<file path="src/rtl/dither_pkg.sv">
// +------------------------------------------------------------------+
// | dither_pkg : shared constants, TX state encoding and CRC-8 helper |
// | Rev 1.0                                                          |
// +------------------------------------------------------------------+
`default_nettype none

package dither_pkg;

  localparam int         IMAGE_SIZE       = 4096;
  localparam int         IMAGE_ADDR_WIDTH = $clog2(IMAGE_SIZE);
  localparam int         RGB_SIZE         = 8;
  localparam logic [7:0] CRC8_POLY        = 8'h07;

  typedef enum logic [2:0] {
    ST_IDLE     = 3'd0,
    ST_FETCH    = 3'd1,
    ST_LOAD     = 3'd2,
    ST_PREFETCH = 3'd3,
    ST_SHIFT    = 3'd4,
    ST_DONE     = 3'd5
  } tx_state_t;

  // MSB-first CRC-8, no reflection, one whole byte per call
  function automatic logic [7:0] crc8_update(input logic [7:0] crc, input logic [7:0] data);
    logic [7:0] c;
    c = crc ^ data;
    for (int i = 0; i < 8; i++) begin
      c = c[7] ? ({c[6:0], 1'b0} ^ CRC8_POLY) : {c[6:0], 1'b0};
    end
    return c;
  endfunction

endpackage

`default_nettype wire

</file>
<file path="src/rtl/spi_pixel_tx_sync_edge.sv">
// +------------------------------------------------------------------+
// | spi_sync_edge : 2-FF synchronizer with registered rise/fall pulses|
// | Rev 1.0                                                          |
// +------------------------------------------------------------------+
`default_nettype none

module spi_sync_edge #(
  parameter logic RST_VAL = 1'b0
) (
  input  logic clk,
  input  logic rst,
  input  logic async_i,
  output logic level_o,
  output logic rise_o,
  output logic fall_o
);

  logic meta_q, sync_q, prev_q, rise_q, fall_q;

  always_ff @(posedge clk or negedge rst) begin
    if (!rst) begin
      meta_q <= RST_VAL;
      sync_q <= RST_VAL;
      prev_q <= RST_VAL;
      rise_q <= 1'b0;
      fall_q <= 1'b0;
    end else begin
      meta_q <= async_i;
      sync_q <= meta_q;
      prev_q <= sync_q;
      rise_q <= sync_q & ~prev_q;
      fall_q <= ~sync_q & prev_q;
    end
  end

  // level taken from prev_q so it lines up with the edge pulses
  assign level_o = prev_q;
  assign rise_o  = rise_q;
  assign fall_o  = fall_q;

endmodule

`default_nettype wire

</file>
<file path="src/rtl/spi_pixel_tx.sv">
// +------------------------------------------------------------------+
// | spi_pixel_tx : SPI mode-0 slave that streams the image RAM out   |
// | on MISO. Define SPI_TX_CRC_EN to append a CRC-8 trailer byte.    |
// | Rev 1.0                                                          |
// +------------------------------------------------------------------+
`default_nettype none

module spi_pixel_tx #(
  parameter int IMAGE_SIZE       = dither_pkg::IMAGE_SIZE,
  parameter int IMAGE_ADDR_WIDTH = $clog2(IMAGE_SIZE)
) (
  input  logic                             clk,
  input  logic                             rst,
  input  logic                             start,
  input  logic                             SPI_CLK,
  input  logic                             SPI_CS,
  output logic                             SPI_MISO,
  output logic                             data_valid,
  output logic                             RD_RAM,
  output logic [IMAGE_ADDR_WIDTH-1:0]      RD_RAM_ADDR,
  input  logic [dither_pkg::RGB_SIZE-1:0]  ram_out,
  output logic                             busy,
  output logic                             done
);

  import dither_pkg::*;

`ifdef SPI_TX_CRC_EN
  localparam int TOTAL_BYTES = IMAGE_SIZE + 1;
`else
  localparam int TOTAL_BYTES = IMAGE_SIZE;
`endif
  localparam int                          CNT_W       = $clog2(TOTAL_BYTES + 1);
  localparam logic [CNT_W-1:0]            C_IMG_CNT   = CNT_W'(IMAGE_SIZE);
  localparam logic [CNT_W-1:0]            C_TOT_CNT   = CNT_W'(TOTAL_BYTES);
  localparam logic [IMAGE_ADDR_WIDTH-1:0] C_LAST_ADDR = IMAGE_ADDR_WIDTH'(IMAGE_SIZE - 1);

  logic sclk_rise, sclk_fall, sclk_level;
  logic cs_rise, cs_fall, cs_level;
  logic unused_sync;

  spi_sync_edge #(.RST_VAL(1'b0)) u_sclk_sync (
    .clk     (clk),
    .rst     (rst),
    .async_i (SPI_CLK),
    .level_o (sclk_level),
    .rise_o  (sclk_rise),
    .fall_o  (sclk_fall)
  );

  spi_sync_edge #(.RST_VAL(1'b1)) u_cs_sync (
    .clk     (clk),
    .rst     (rst),
    .async_i (SPI_CS),
    .level_o (cs_level),
    .rise_o  (cs_rise),
    .fall_o  (cs_fall)
  );

  assign unused_sync = sclk_level ^ cs_fall;

  tx_state_t                   state_q;
  logic [IMAGE_ADDR_WIDTH-1:0] addr_q;
  logic [CNT_W-1:0]            rd_cnt_q, sent_q, sent_d;
  logic [7:0]                  shift_q, shadow_q, hold_q;
  logic [2:0]                  bit_cnt_q;
  logic                        hold_vld_q, valid_q, rd_q, busy_q, done_q;
  logic                        active, byte_end;
`ifdef SPI_TX_CRC_EN
  logic [7:0]                  crc_q, crc_d;
  assign crc_d = crc8_update(crc_q, shadow_q);
`endif

  assign active   = valid_q & ~cs_level;
  assign byte_end = active & sclk_rise & (bit_cnt_q == 3'd7);
  assign sent_d   = sent_q + CNT_W'(1);

  always_ff @(posedge clk or negedge rst) begin
    if (!rst) begin
      state_q    <= ST_IDLE;
      addr_q     <= '0;
      rd_cnt_q   <= '0;
      sent_q     <= '0;
      shift_q    <= '0;
      shadow_q   <= '0;
      hold_q     <= '0;
      bit_cnt_q  <= '0;
      hold_vld_q <= 1'b0;
      valid_q    <= 1'b0;
      rd_q       <= 1'b0;
      busy_q     <= 1'b0;
      done_q     <= 1'b0;
`ifdef SPI_TX_CRC_EN
      crc_q      <= '0;
`endif
    end else begin
      rd_q   <= 1'b0;
      done_q <= 1'b0;

      // Bit engine runs in every state so SCLK edges are never dropped
      if (active && sclk_rise) begin
        if (bit_cnt_q == 3'd7) begin
          bit_cnt_q <= '0;
          sent_q    <= sent_d;
`ifdef SPI_TX_CRC_EN
          crc_q     <= crc_d;
`endif
          if (hold_vld_q) begin
            shift_q    <= hold_q;
            shadow_q   <= hold_q;
            hold_vld_q <= 1'b0;
`ifdef SPI_TX_CRC_EN
          end else if (sent_d == C_IMG_CNT) begin
            shift_q    <= crc_d;
            shadow_q   <= crc_d;
`endif
          end else begin
            valid_q <= 1'b0;
          end
        end else begin
          bit_cnt_q <= bit_cnt_q + 3'd1;
        end
      end else if (active && sclk_fall && bit_cnt_q != 3'd0) begin
        shift_q <= {shift_q[6:0], 1'b0};
      end else if (valid_q && cs_rise && bit_cnt_q != 3'd0) begin
        // Master gave up mid-byte: rewind so the next select replays it
        shift_q   <= shadow_q;
        bit_cnt_q <= '0;
      end

      case (state_q)
        ST_IDLE: begin
          if (start) begin
            addr_q     <= '0;
            rd_cnt_q   <= '0;
            sent_q     <= '0;
            bit_cnt_q  <= '0;
            hold_vld_q <= 1'b0;
            valid_q    <= 1'b0;
            busy_q     <= 1'b1;
            rd_q       <= 1'b1;
`ifdef SPI_TX_CRC_EN
            crc_q      <= '0;
`endif
            state_q    <= ST_FETCH;
          end
        end
        ST_FETCH: state_q <= ST_LOAD;
        ST_LOAD: begin
          if (!valid_q) begin
            shift_q  <= ram_out;
            shadow_q <= ram_out;
            valid_q  <= 1'b1;
          end else begin
            hold_q     <= ram_out;
            hold_vld_q <= 1'b1;
          end
          addr_q   <= (addr_q == C_LAST_ADDR) ? '0 : addr_q + IMAGE_ADDR_WIDTH'(1);
          rd_cnt_q <= rd_cnt_q + CNT_W'(1);
          state_q  <= ST_PREFETCH;
        end
        ST_PREFETCH: begin
          if (!hold_vld_q && rd_cnt_q != C_IMG_CNT) begin
            rd_q    <= 1'b1;
            state_q <= ST_FETCH;
          end else begin
            state_q <= ST_SHIFT;
          end
        end
        ST_SHIFT: begin
          if (byte_end) begin
            if (sent_d == C_TOT_CNT) begin
              done_q  <= 1'b1;
              busy_q  <= 1'b0;
              valid_q <= 1'b0;
              state_q <= ST_DONE;
            end else if (rd_cnt_q != C_IMG_CNT) begin
              rd_q    <= 1'b1;
              state_q <= ST_FETCH;
            end
          end
        end
        ST_DONE: state_q <= ST_IDLE;
        default: state_q <= ST_IDLE;
      endcase
    end
  end

  assign SPI_MISO    = ~SPI_CS & valid_q & shift_q[7];
  assign data_valid  = valid_q;
  assign RD_RAM      = rd_q;
  assign RD_RAM_ADDR = addr_q;
  assign busy        = busy_q;
  assign done        = done_q;

endmodule

`default_nettype wire
</file>
<file path="config.mk">
export PLATFORM = sky130hd
export DESIGN_NAME = spi_pixel_tx
export DESIGN_NICKNAME = d
export VERILOG_FILES = /design/src/rtl/dither_pkg.sv /design/src/rtl/spi_pixel_tx_sync_edge.sv /design/src/rtl/spi_pixel_tx.sv
export SDC_FILE = /design/constraint.sdc
export NUM_CORES = 1
export LEC_CHECK = 0
export BUFFER_PORTS_ARGS = -buffer_cell sky130_fd_sc_hd__buf_2
export CORE_AREA = 5 5 93 117
export CTS_CLUSTER_SIZE = 16
export DETAILED_ROUTE_END_ITERATION = 7
export DIE_AREA = 0 0 98 122
export RECOVER_POWER = 50
export SLEW_MARGIN = 5
export SYNTH_ARGS = -nofsm -noshare
export SYNTH_HDL_FRONTEND = slang
export SYNTH_HIERARCHICAL = 1
export SYNTH_SLANG_ARGS = --single-unit
</file>
<file path="constraint.sdc">
create_clock -name clk -period 3.04 [get_ports clk]
set_clock_uncertainty 0.15 [all_clocks]
set_input_delay 0.456 -clock clk [delete_from_list [all_inputs] [get_ports clk]]
set_output_delay 0.456 -clock clk [all_outputs]
set_load 0.02 [all_outputs]
</file>
==> results.rst <==
.. list-table::
   :header-rows: 1

   * - Metric
     - Value
   * - Proportion of layout cells with a drive suffix above 1
     - 13.7%
   * - PD cells
     - 874 nW/µm²
   * - Post-detailed-route via-to-cell ratio
     - 5.54
   * - Setup repair after global routing missed its margin
     - no
   * - H-tree levels
     - 3
   * - Total standard cell area after synthesis
     - 4170 µm²
   * - Global-route track usage on met1
     - 20.8%
   * - Max_slew headroom
     - 12.0%
   * - Result of the run
     - finished, final reports clean
   * - Leakage power figure
     - 2.16 nW
   * - Tcrit/Tclk final
     - 86.9%
   * - Quantity of I/O buffers inserted on ports
     - 29
   * - Portion of total power attributed to sequential cells
     - 39.1%
   * - Critical path class
     - reg2reg
   * - Switching part of the total power
     - 33.3%
   * - Synth Instances
     - 437
   * - Total negative setup slack
     - 0 ns
   * - Final HPWL DP
     - 6.27 mm
   * - GRT overflow
     - 0
   * - Met3 demand-to-capacity share in global routing
     - 4.07%
   * - Net count reported at finish
     - 484
   * - Number of nets with antenna violations after detailed routing
     - 0
   * - Standard cell with the maximum stage delay on the critical path
     - a31oi_1
   * - Type of the tightest min-delay check
     - in2reg
   * - Yosys warning total
     - 6
   * - Post-CTS Hold Fix Bufs
     - 0
   * - Average cell area after synthesis
     - 9.54 µm²
   * - Post-CTS Setup Inserts
     - 0
   * - Worst EP arrival
     - 2.75 ns
   * - Data required time of the critical path
     - 3.15 ns
   * - Count of pins over their slew limit
     - 0
   * - Number of setup violations in the final report
     - 0
   * - Final core utilization
     - 48.9%
   * - Initial standard-cell utilization of the core
     - 42.6%
   * - Worst skew pair latency
     - 0.34 ns
   * - CTS tree
     - built
   * - Maximum net fanout on the critical path
     - 15
   * - Worst Setup Start Kind
     - flop
   * - # rows
     - 41
   * - Overall routing resource usage
     - 16.7%
   * - Area of the die
     - 12000 µm²
   * - Worst-Margin Slew
     - 1.32 ns
   * - Internal power
     - 2.79 mW
   * - Number of design-rule violations left by the first detailed-router iteration
     - 146
   * - CP cell instances
     - or3b_1 -> a31oi_1 -> o21ai_0 -> a31oi_1
   * - Clock transition at the registers of the reported paths
     - 0.06 ns
   * - Count of TritonRoute iterations in the first routing pass
     - 4
   * - Worst vdd ir
     - 0.546 mV
   * - RePlAce Congestion
     - 0.827
   * - Most Crowded Layer GR
     - met2
   * - Total detailed-routing wirelength
     - 9.42 mm
   * - Clock sink count
     - 82
   * - Number of max-cap violations
     - 0
   * - Tmin final
     - 2.64 ns
   * - Root buffer cell
     - clkbuf_16
   * - Routed vias
     - 3309
   * - Number of diodes
     - 0
   * - Net count of the mapped netlist
     - 458
   * - Final hold violations
     - 0
   * - Mean routed wirelength per cell
     - 15.8 µm
   * - DRC Markers
     - 0
   * - Switching power summed over all nets
     - 1.39 mW
   * - Maximum number of pins on one net before global-route repair
     - 52
   * - Achievable frequency
     - 379 MHz
   * - Cell Count, Final, Fillers Out
     - 597
   * - Clock buffer depth
     - 2
   * - Vias in the first global route
     - 3324
   * - TritonCTS buffer count
     - 9
   * - Core Area
     - 9800 µm²
   * - Routing usage on met2
     - 28.2%
   * - Top cell by count, worst path
     - a31oi_1
   * - CTS resizes
     - 0
   * - Number of placed instances with taps included
     - 581
   * - Die Width
     - 98 µm
   * - Num ports
     - 30
   * - Wire length of the first global-routing pass
     - 16.1 mm
   * - Area grow syn2layout
     - 14.8%
   * - Clk pwr share
     - 31.9%
   * - Relative contribution of combinational cells to total power
     - 28.9%
   * - Number of antenna violations at the first check in global routing
     - 0
   * - Die height
     - 122 µm
   * - Slowest Stage Delay on Critical Path
     - 0.91 ns
   * - Critical path endpoint category
     - flop
## per-layer routing
metal | share of wire [%] | up-vias
met5 | 0 | -
met4 | 1.5 | 0
met3 | 2.9 | 12
met2 | 49 | 37
met1 | 47 | 1636
li1 | - | 1624
## path summary, 6_finish.rpt
check                                   startpoint                 end  slack (ns)  cells after the start
worst max-delay path                    state_q[1]      RD_RAM_ADDR[5]        0.40                      4
worst min-delay path                       SPI_CLK  u_sclk_sync/meta_q        0.07                      1
worst max register to register          state_q[1]      RD_RAM_ADDR[5]        0.40                      4
worst min register to register  u_sclk_sync/meta_q  u_sclk_sync/sync_q        0.20                      0
max in group asynchronous                      rst        bit_cnt_q[0]        1.00                      2
min in group asynchronous                      rst         rd_cnt_q[9]        0.25                      1
## critical path: cells and delay by family, from the launching register on
| kind | cells | cell delay (ns) |
|---|---|---|
| AOI/OAI and AO/OA | 3 | 1.36 |
| DFF | 1 | 0.52 |
| and+or+nand+nor | 1 | 0.53 |
## area by class of cell
cell class | instances | area [µm²]
flip-flops and latches | 82 | 2060
clock buffers | 11 | 243
multi-input cells | 322 | 1970
clock inverters | 5 | 125
repair buffers | 34 | 180
inverters | 14 | 52.6
well taps | 129 | 161
fillers | 933 | 5010
## flip-flops by register name (all words and copies together), names as in the netlist, 3 cells and up
register	count
rd_cnt_q	13
sent_q	13
RD_RAM_ADDR	12
hold_q	8
shadow_q	8
shift_q	8
bit_cnt_q	3
state_q	3
## metrics by stage
stage                     hold WS (ns)  worst slack, ns  instance area [µm²]  total power, mW
after floorplan                 0.0104            0.738                 4170             2.52
after global placement           0.183            0.549                 4440             2.83
after detailed placement         0.187            0.499                 4440             2.87
after CTS                       0.0392            0.421                 4800             4.24
after global routing            0.0553            0.160                 4790             4.46
final                           0.0731            0.398                 4790             4.18
## cell usage in the layout, fill, tap and decap left out, types with 10 or more instances in the layout
master,count
nand2_1,42
dfrtp_1,79
nor3_1,11
a22o_1,11
o21ai_0,22
nor4_1,10
a21boi_0,10
nor2_1,50
a21oi_1,29
a31oi_1,10
inv_1,14
buf_2,28
nand3_1,20
## power groups by stage
stage	clock [mW]	sequential (mW)	combinational, mW
floorplan	0	1.60	0.922
global placement	0	1.64	1.19
detailed placement	0	1.65	1.22
CTS	1.37	1.63	1.23
global route	1.42	1.69	1.36
finish	1.34	1.64	1.21
(Power assumes the default switching activity.)
